## src/rtl/bcd_time_counter.sv

```systemverilog
// bcd_time_counter: BCD MM:SS up/down counter stepped by the rising edge of a
// divided-clock level (tick_in) sampled in the clk domain.
//
// Parameters:
//   MAX_MIN  highest minute value (1..99); count range 00:00..MAX_MIN:59
//
// Ports:
//   clk, rst                 system clock, synchronous active-high reset
//   tick_in                  divided-clock level; a rising edge requests one step
//   start, stop              pulses; enter RUNNING / STOPPED (stop wins)
//   up_dn                    1 = count up, 0 = count down (sampled on step cycle)
//   load, load_mt/mo/st/so   pulse plus BCD time to load
//   min_t, min_o, sec_t, sec_o  digit registers
//   running                  1 while in RUNNING
//   zero                     time == 00:00
//   wrap                     one-cycle pulse on rollover
//   load_err                 one-cycle pulse on a rejected load
//
// Optional feature (macro SEG7_EN): seg_mt, seg_mo, seg_st, seg_so, active-low
// 7-segment decodes (bit order gfedcba) of the digit registers.
module bcd_time_counter #(
  parameter int unsigned MAX_MIN = 59
) (
  input  logic       clk,
  input  logic       rst,
  input  logic       tick_in,
  input  logic       start,
  input  logic       stop,
  input  logic       up_dn,
  input  logic       load,
  input  logic [3:0] load_mt,
  input  logic [3:0] load_mo,
  input  logic [2:0] load_st,
  input  logic [3:0] load_so,
  output logic [3:0] min_t,
  output logic [3:0] min_o,
  output logic [2:0] sec_t,
  output logic [3:0] sec_o,
  output logic       running,
  output logic       zero,
  output logic       wrap,
`ifdef SEG7_EN
  output logic [6:0] seg_mt,
  output logic [6:0] seg_mo,
  output logic [6:0] seg_st,
  output logic [6:0] seg_so,
`endif
  output logic       load_err
);

  localparam logic [3:0] MaxMt     = 4'(MAX_MIN / 10);
  localparam logic [3:0] MaxMo     = 4'(MAX_MIN % 10);
  localparam logic [7:0] MaxMinVal = 8'(MAX_MIN);

  typedef enum logic [0:0] {StStopped, StRunning} state_e;

  state_e     state_q, state_d;
  logic       tick_q;
  logic [3:0] mt_q, mt_d;
  logic [3:0] mo_q, mo_d;
  logic [2:0] st_q, st_d;
  logic [3:0] so_q, so_d;
  logic       wrap_q, wrap_d;
  logic       load_err_q, load_err_d;

  logic       step;
  logic       load_ok;
  logic [7:0] load_min_val;

  // Edge detect gated by the current (registered) state, so a step in the
  // same cycle as start is not taken.
  assign step = tick_in & ~tick_q & (state_q == StRunning);

  assign load_min_val = ({4'd0, load_mt} * 8'd10) + {4'd0, load_mo};
  assign load_ok = (load_mo <= 4'd9) && (load_st <= 3'd5) && (load_so <= 4'd9) &&
                   (load_min_val <= MaxMinVal);

  always_comb begin
    state_d = state_q;
    if (stop) begin
      state_d = StStopped;
    end else if (start) begin
      state_d = StRunning;
    end
  end

  always_comb begin
    mt_d       = mt_q;
    mo_d       = mo_q;
    st_d       = st_q;
    so_d       = so_q;
    wrap_d     = 1'b0;
    load_err_d = 1'b0;
    if (load) begin
      // A load always wins; a coincident step is dropped.
      if (load_ok) begin
        mt_d = load_mt;
        mo_d = load_mo;
        st_d = load_st;
        so_d = load_so;
      end else begin
        load_err_d = 1'b1;
      end
    end else if (step) begin
      if (up_dn) begin
        if (so_q != 4'd9) begin
          so_d = so_q + 4'd1;
        end else begin
          so_d = 4'd0;
          if (st_q != 3'd5) begin
            st_d = st_q + 3'd1;
          end else begin
            st_d = 3'd0;
            if (mt_q == MaxMt && mo_q == MaxMo) begin
              mt_d   = 4'd0;
              mo_d   = 4'd0;
              wrap_d = 1'b1;
            end else if (mo_q == 4'd9) begin
              mo_d = 4'd0;
              mt_d = mt_q + 4'd1;
            end else begin
              mo_d = mo_q + 4'd1;
            end
          end
        end
      end else begin
        if (so_q != 4'd0) begin
          so_d = so_q - 4'd1;
        end else begin
          so_d = 4'd9;
          if (st_q != 3'd0) begin
            st_d = st_q - 3'd1;
          end else begin
            st_d = 3'd5;
            if (mt_q == 4'd0 && mo_q == 4'd0) begin
              mt_d   = MaxMt;
              mo_d   = MaxMo;
              wrap_d = 1'b1;
            end else if (mo_q == 4'd0) begin
              mo_d = 4'd9;
              mt_d = mt_q - 4'd1;
            end else begin
              mo_d = mo_q - 4'd1;
            end
          end
        end
      end
    end
  end

  always_ff @(posedge clk) begin
    if (rst) begin
      state_q    <= StStopped;
      tick_q     <= 1'b0;
      mt_q       <= 4'd0;
      mo_q       <= 4'd0;
      st_q       <= 3'd0;
      so_q       <= 4'd0;
      wrap_q     <= 1'b0;
      load_err_q <= 1'b0;
    end else begin
      state_q    <= state_d;
      tick_q     <= tick_in;
      mt_q       <= mt_d;
      mo_q       <= mo_d;
      st_q       <= st_d;
      so_q       <= so_d;
      wrap_q     <= wrap_d;
      load_err_q <= load_err_d;
    end
  end

  assign min_t    = mt_q;
  assign min_o    = mo_q;
  assign sec_t    = st_q;
  assign sec_o    = so_q;
  assign running  = (state_q == StRunning);
  assign zero     = (mt_q == 4'd0) && (mo_q == 4'd0) && (st_q == 3'd0) && (so_q == 4'd0);
  assign wrap     = wrap_q;
  assign load_err = load_err_q;

`ifdef SEG7_EN
  function automatic logic [6:0] seg_decode(input logic [3:0] d);
    logic [6:0] s;
    unique case (d)
      4'd0:    s = 7'h40;
      4'd1:    s = 7'h79;
      4'd2:    s = 7'h24;
      4'd3:    s = 7'h30;
      4'd4:    s = 7'h19;
      4'd5:    s = 7'h12;
      4'd6:    s = 7'h02;
      4'd7:    s = 7'h78;
      4'd8:    s = 7'h00;
      4'd9:    s = 7'h10;
      default: s = 7'h7F;
    endcase
    return s;
  endfunction

  assign seg_mt = seg_decode(mt_q);
  assign seg_mo = seg_decode(mo_q);
  assign seg_st = seg_decode({1'b0, st_q});
  assign seg_so = seg_decode(so_q);
`endif

endmodule

```

## config.mk

```make
export PLATFORM = sky130hd
export DESIGN_NAME = bcd_time_counter
export DESIGN_NICKNAME = d
export VERILOG_FILES = /design/src/rtl/bcd_time_counter.sv
export SDC_FILE = /design/constraint.sdc
export NUM_CORES = 1
export LEC_CHECK = 0
export ABC_AREA = 1
export ABC_CLOCK_PERIOD_IN_PS = 3000
export BUFFER_PORTS_ARGS = -buffer_cell sky130_fd_sc_hd__buf_2
export CORE_MARGIN = 3
export CORE_UTILIZATION = 45
export CTS_BUF_LIST = sky130_fd_sc_hd__clkbuf_4 sky130_fd_sc_hd__clkbuf_8
export DETAILED_ROUTE_END_ITERATION = 10
export PLACE_DENSITY = 0.71
export SYNTH_ARGS = -nofsm -noshare
export SYNTH_HDL_FRONTEND = slang
export SYNTH_SLANG_ARGS = --single-unit
```

## constraint.sdc

```tcl
create_clock -name clk -period 3 [get_ports clk]
set_input_delay 0.3 -clock clk [delete_from_list [all_inputs] [get_ports clk]]
set_output_delay 0.3 -clock clk [all_outputs]
set_load 0.05 [all_outputs]
```

After elaboration in Yosys (flattened, before gate mapping)
Cells that the tools add are included.

Bits in writable memories: 0. Word-level logic and storage cells: 105. Memories kept: 0. Bits in read-only memories: 0. Output and inout port bits: 19. Register bits after elaboration: 19. Input port bits: 22. Bits in latches: 0.

$lt $le $gt $ge: 4. Mux-type cells: 46. Bitwise operators: 5. Div/mod/pow operators: 0. Reductions and logical operators: 22. Add/sub/neg operators: 9. Eq/ne operators: 10. Shift operators: 0. $mul: 1.

Operators with widths (count): $mux W4 (30); $mux W3 (8); $ne A3 B3 Y1 const B (5); $add A4 B1 Y4 const B (3); $logic_not A4 Y1 (3); $sub A4 B1 Y4 const B (3); $add A8 B4 Y8 (1); $le A4 B4 Y1 const B (2); $le A8 B6 Y1 const B (1); $mux W1 (8); $reduce_and A8 Y1 (1); $reduce_bool A4 Y1 (2); $logic_and A1 B1 Y1 (7); $mul A4 B3 Y7 const B (1); $reduce_and A6 Y1 (1); $eq A4 B3 Y1 const B (1); $eq A4 B4 Y1 const B (1); $ne A4 B1 Y1 const B (1); $ne A4 B4 Y1 const B (1); $reduce_and A4 Y1 (1); $reduce_or A2 Y1 (2); $add A3 B1 Y3 const B (1); $le A3 B3 Y1 const B (1); $logic_not A3 Y1 (1); 8 further kinds (11).

Logic depth before layout (Yosys ltp)
Word-level depth: 8. Depth in mapped cells: 17. Mapped depth without buffers: 17.

Worst setup path after synthesis
OpenSTA, ideal clock, no wires.

Path type: input-to-reg. Start: input port load_mt[1]. End: register mt_q[2] (netlist: min_t[2]). Stages on the path: 15. Data arrival time: 2.208 ns. Library setup time: 0.117 ns. Required time: 2.883 ns. Slack: 0.675 ns. Buffers on the path: 1. Path through: ha_1 -> ha_1 -> fa_1 -> nand2_1 -> nor2_1 -> nand2_1 -> nand3_1 -> nand2_1 -> inv_1 -> nor2_4 -> nand3_2 -> nand2_4 -> buf_8 -> a21oi_1 -> nor2_1.

Word-level cells in the longest chain between the ends: 6.

Ends and longest elaborated chain: start: declaration (RTL line 31) `input logic [3:0] load_mt,`; $mul A4 B3 Y7 (RTL line 74) `assign load_min_val = ({4'd0, load_mt} * 8'd10) + {4'd0, load_mo};`; $add A8 B4 Y8 (RTL line 74); $le A8 B6 Y1 (RTL line 76) `(load_min_val <= MaxMinVal);`; $logic_and A1 B1 Y1 (RTL line 75) `assign load_ok = (load_mo <= 4'd9) && (load_st <= 3'd5) && (load_so <= 4'd9) &&`; $ne A2 B1 Y1 (no line); $reduce_and A8 Y1 (no line); end signal: assignment (RTL line 164) `mt_q <= mt_d;`; end: declaration (RTL line 59) `logic [3:0] mt_q, mt_d;`.

No other way between the ends. A chain may end at the register's enable or synchronous reset.

Final worst setup path
Start: input port load_mt[1]. End: register so_q[3] (netlist: sec_o[3]).

Word-level cells in the longest chain between the ends: 6.

Ends and longest elaborated chain: $mul A4 B3 Y7 (RTL line 74); $add A8 B4 Y8 (RTL line 74); $le A8 B6 Y1 (RTL line 76); $logic_and A1 B1 Y1 (RTL line 75); $ne A2 B1 Y1 (no line); $reduce_and A2 Y1 (no line); end signal: assignment (RTL line 158) `so_q <= 4'd0;`; end signal: assignment (RTL line 167) `so_q <= so_d;`; end: declaration (RTL line 62) `logic [3:0] so_q, so_d;`.

No other way between the ends.

==> metrics.cfg <==
[outcome]
status=completed

[setup_path]
r2r-end=min_t[3]
path_cells=buf_2, ha_1, ha_1, fa_1, nand2_1, nor2_1, nand2_1, nand3_1, nand2_1, inv_1, nor2_4, nand3_2, nand2_4, inv_1, nor2_1, nor2_1
r2r_start=sec_o[3]
worst-r2r-cell-count=9
critPathKind=in2reg
cp_num_buf_inv=3
crit_family=adder cells
reg2reg_slack_ps=1220
critPathCaptureType=flop
cp_slowest_cell=fa_1
crit_path_start_kind=input pin
crit_start=load_mt[1]
crit_path_max_fanout=24
cp.arrival_ps=2560
critPathRequiredTime_ps=3150
slowest_delay_ps=520

[sta]
tightest_slew_ps=410
fin_crit_ps=2410
setup_violations=0
hold_violations=0
fmax_ghz=0.415
timing.final.crit_share=0.803
report.final.slew_viol_count=0
rsz0062_at_grt=false
holdWs_ps=200
skew_ps=1.67
max_slew_margin=0.727
tns_ps=0

[synthesis]
synthesis.nets=335
post-synth-top-count-cell=nand2_1
synthArstFlopShare=0
yosysWarningCount=0
syn_inst=300
synth_common_cells=nand2_1 (75), nor2_1 (40), inv_1 (32), nand3_1 (32), dfxtp_1 (19)
ys.flop_type=dfxtp_1
synth_top_area_frac=0.204
synth_top_area_cell=dfxtp_1
synth_cell_types=40
ys_seq_area_frac=0.204
synthTopCellsByArea=dfxtp_1 (20%), nand2_1 (15%), nand3_1 (8.6%)
syn-cell-area_mm2=0.00186
synth_edf_count=0
avgSynthCellArea_um2=6.21
ys_seq_elements=19

[detailed_routing]
drt_first_iter_violations=87
dr.pass1.iters=4
vias=2046
wl_per_cell_um=12.7
vias_per_cell=5.31
drc=0
wl_um=4890
antenna_left=0

[clocking]
postCtsSetupBuffers=0
root_buffer=clkbuf_8
clock_latency_ps=250
hold_buffers=0
ctsHtreeMaxLevel=1
cts_sinks=19
cts_buffers=3
cts_tree=built
cts_buffer_depth=2
cts_resized=0
clkSlewWorstSetupHoldPaths_ps=70

[power_and_ir_drop]
max-vdd-ir-drop_uv=265
p_leak_uw=0.00108
totalPowerFinal_uw=825
power.density_mw_per_mm2=390

[worst_hold_path]
hold_class=in2reg
hold-path-endpoint=running
hp-start=stop
worstHoldPathCells=2

[grt]
grt_overflow=0
grt_util_all_layers=0.202
grt_pass1_wl_um=8400
grt_pass1_vias=1891
grt_max_degree=25
antenna_found_initial=0

[finish]
drive_gt1_frac=0.199
diodes=0
final_util=0.553
final_cell_area_mm2=0.00212
area_growth_pct=13.6
fill_cells=403
finalNetCount=373

[floorplanning]
start_util=0.487
coreArea_mm2=0.00383
die_h_um=70.3
io_pins=41
die_x_um=70.3
die_area_mm2=0.00495
rows=22

[placed_design]
dp_hpwl_um=3810
port_buffers=40
placed_area_mm2=0.00207
place_congestion=0.909

[flow_run]
maxCapViolCount=0

## cells by family (layout without fill, tap and decap cells)
| family | after synthesis | in the layout | share of synthesized area |
|---|---|---|---|
| compound gates | 47 | 47 | 0.145 |
| fa+ha+maj | 13 | 13 | 0.0954 |
| mux | 1 | 1 | 0.00537 |
| simple gates | 171 | 171 | 0.421 |
| buf+inv | 43 | 80 | 0.101 |
| flops | 19 | 19 | 0.204 |
| xor+xnor | 6 | 6 | 0.0282 |
## stage by stage
| stage | setup WS (ps) | instances |
|---|---|---|
| CTS | 604 | 385 |
| detailed placement | 332 | 381 |
| floorplan | 675 | 300 |
| global placement | 415 | 381 |
| finish | 592 | 385 |
| global route | 360 | 385 |
## state kept, by name, indices dropped and copies added (netlist names)
name,cells
min_o,4
load_err,1
running,1
min_t,4
wrap,1
sec_o,4
tick_q,1
sec_t,3
## where the power goes
part	total (uW)	internal (uW)	switching, uW
combinational	362	111	251
sequential	286	267	19.5
clock	177	92.2	84.9
total	825	470	355
## cell usage in the layout (no fill, tap or decap)
master | Yosys | final
nand4_1 | 2 | 2
a21oi_2 | 1 | 1
nand3b_1 | 1 | 1
mux2i_1 | 1 | 1
xnor2_1 | 2 | 2
a31oi_1 | 1 | 1
a311oi_1 | 1 | 1
fa_1 | 2 | 2
o21a_1 | 1 | 1
nor4_1 | 1 | 1
nor2_4 | 2 | 2
nor3_1 | 3 | 3
nand3_1 | 32 | 32
a21oi_1 | 16 | 16
dfxtp_1 | 19 | 19
inv_2 | 3 | 3
nand2_1 | 75 | 75
nor3_2 | 2 | 2
nand3_2 | 2 | 2
o211ai_1 | 3 | 3
nor3_4 | 1 | 1
o21ai_0 | 15 | 15
clkinv_2 | 0 | 1
buf_2 | 3 | 40
clkinv_1 | 1 | 1
nand2_4 | 2 | 2
o221ai_1 | 1 | 1
nor2_1 | 40 | 40
o21ai_2 | 2 | 2
nand2_2 | 6 | 6
inv_1 | 32 | 32
or2_2 | 1 | 1
ha_1 | 11 | 11
xor2_1 | 4 | 4
a211oi_1 | 2 | 2
nor2_2 | 1 | 1
clkbuf_8 | 0 | 3
o21ai_1 | 4 | 4
## metal layers
metal | up-vias | GRT usage | routed length (um) | share of wire
met5 | - | 0 | 0 | 0
met4 | 0 | 0.0298 | 42 | 0.0086
met3 | 6 | 0.0331 | 284 | 0.058
li1 | 1055 | - | - | -
met1 | 921 | 0.269 | 2260 | 0.46
met2 | 64 | 0.347 | 2300 | 0.47
## worst max-delay path by stage
stage | cells past startpoint | slack [ps] | endpoint
5_1_grt | 16 | 360 | sec_o[1]
2_1_floorplan | 15 | 680 | min_t[2]
3_5_place_dp | 16 | 330 | sec_o[0]
3_3_place_gp | 16 | 410 | sec_o[1]
4_1_cts | 16 | 600 | sec_o[0]
6_report | 16 | 590 | sec_o[3]
## cell type report
cell class	instances	area, um2	share of cell area
Timing Repair Buffer	40	200	0.0946
Clock inverter	1	5.00	0.00236
Multi-Input combinational cell	238	1290	0.612
Tap cell	48	60.1	0.0284
Inverter	36	135	0.0638
Clock buffer	3	41.3	0.0195
Sequential cell	19	380	0.180
No activity file was read; power rests on OpenSTA's default activity.
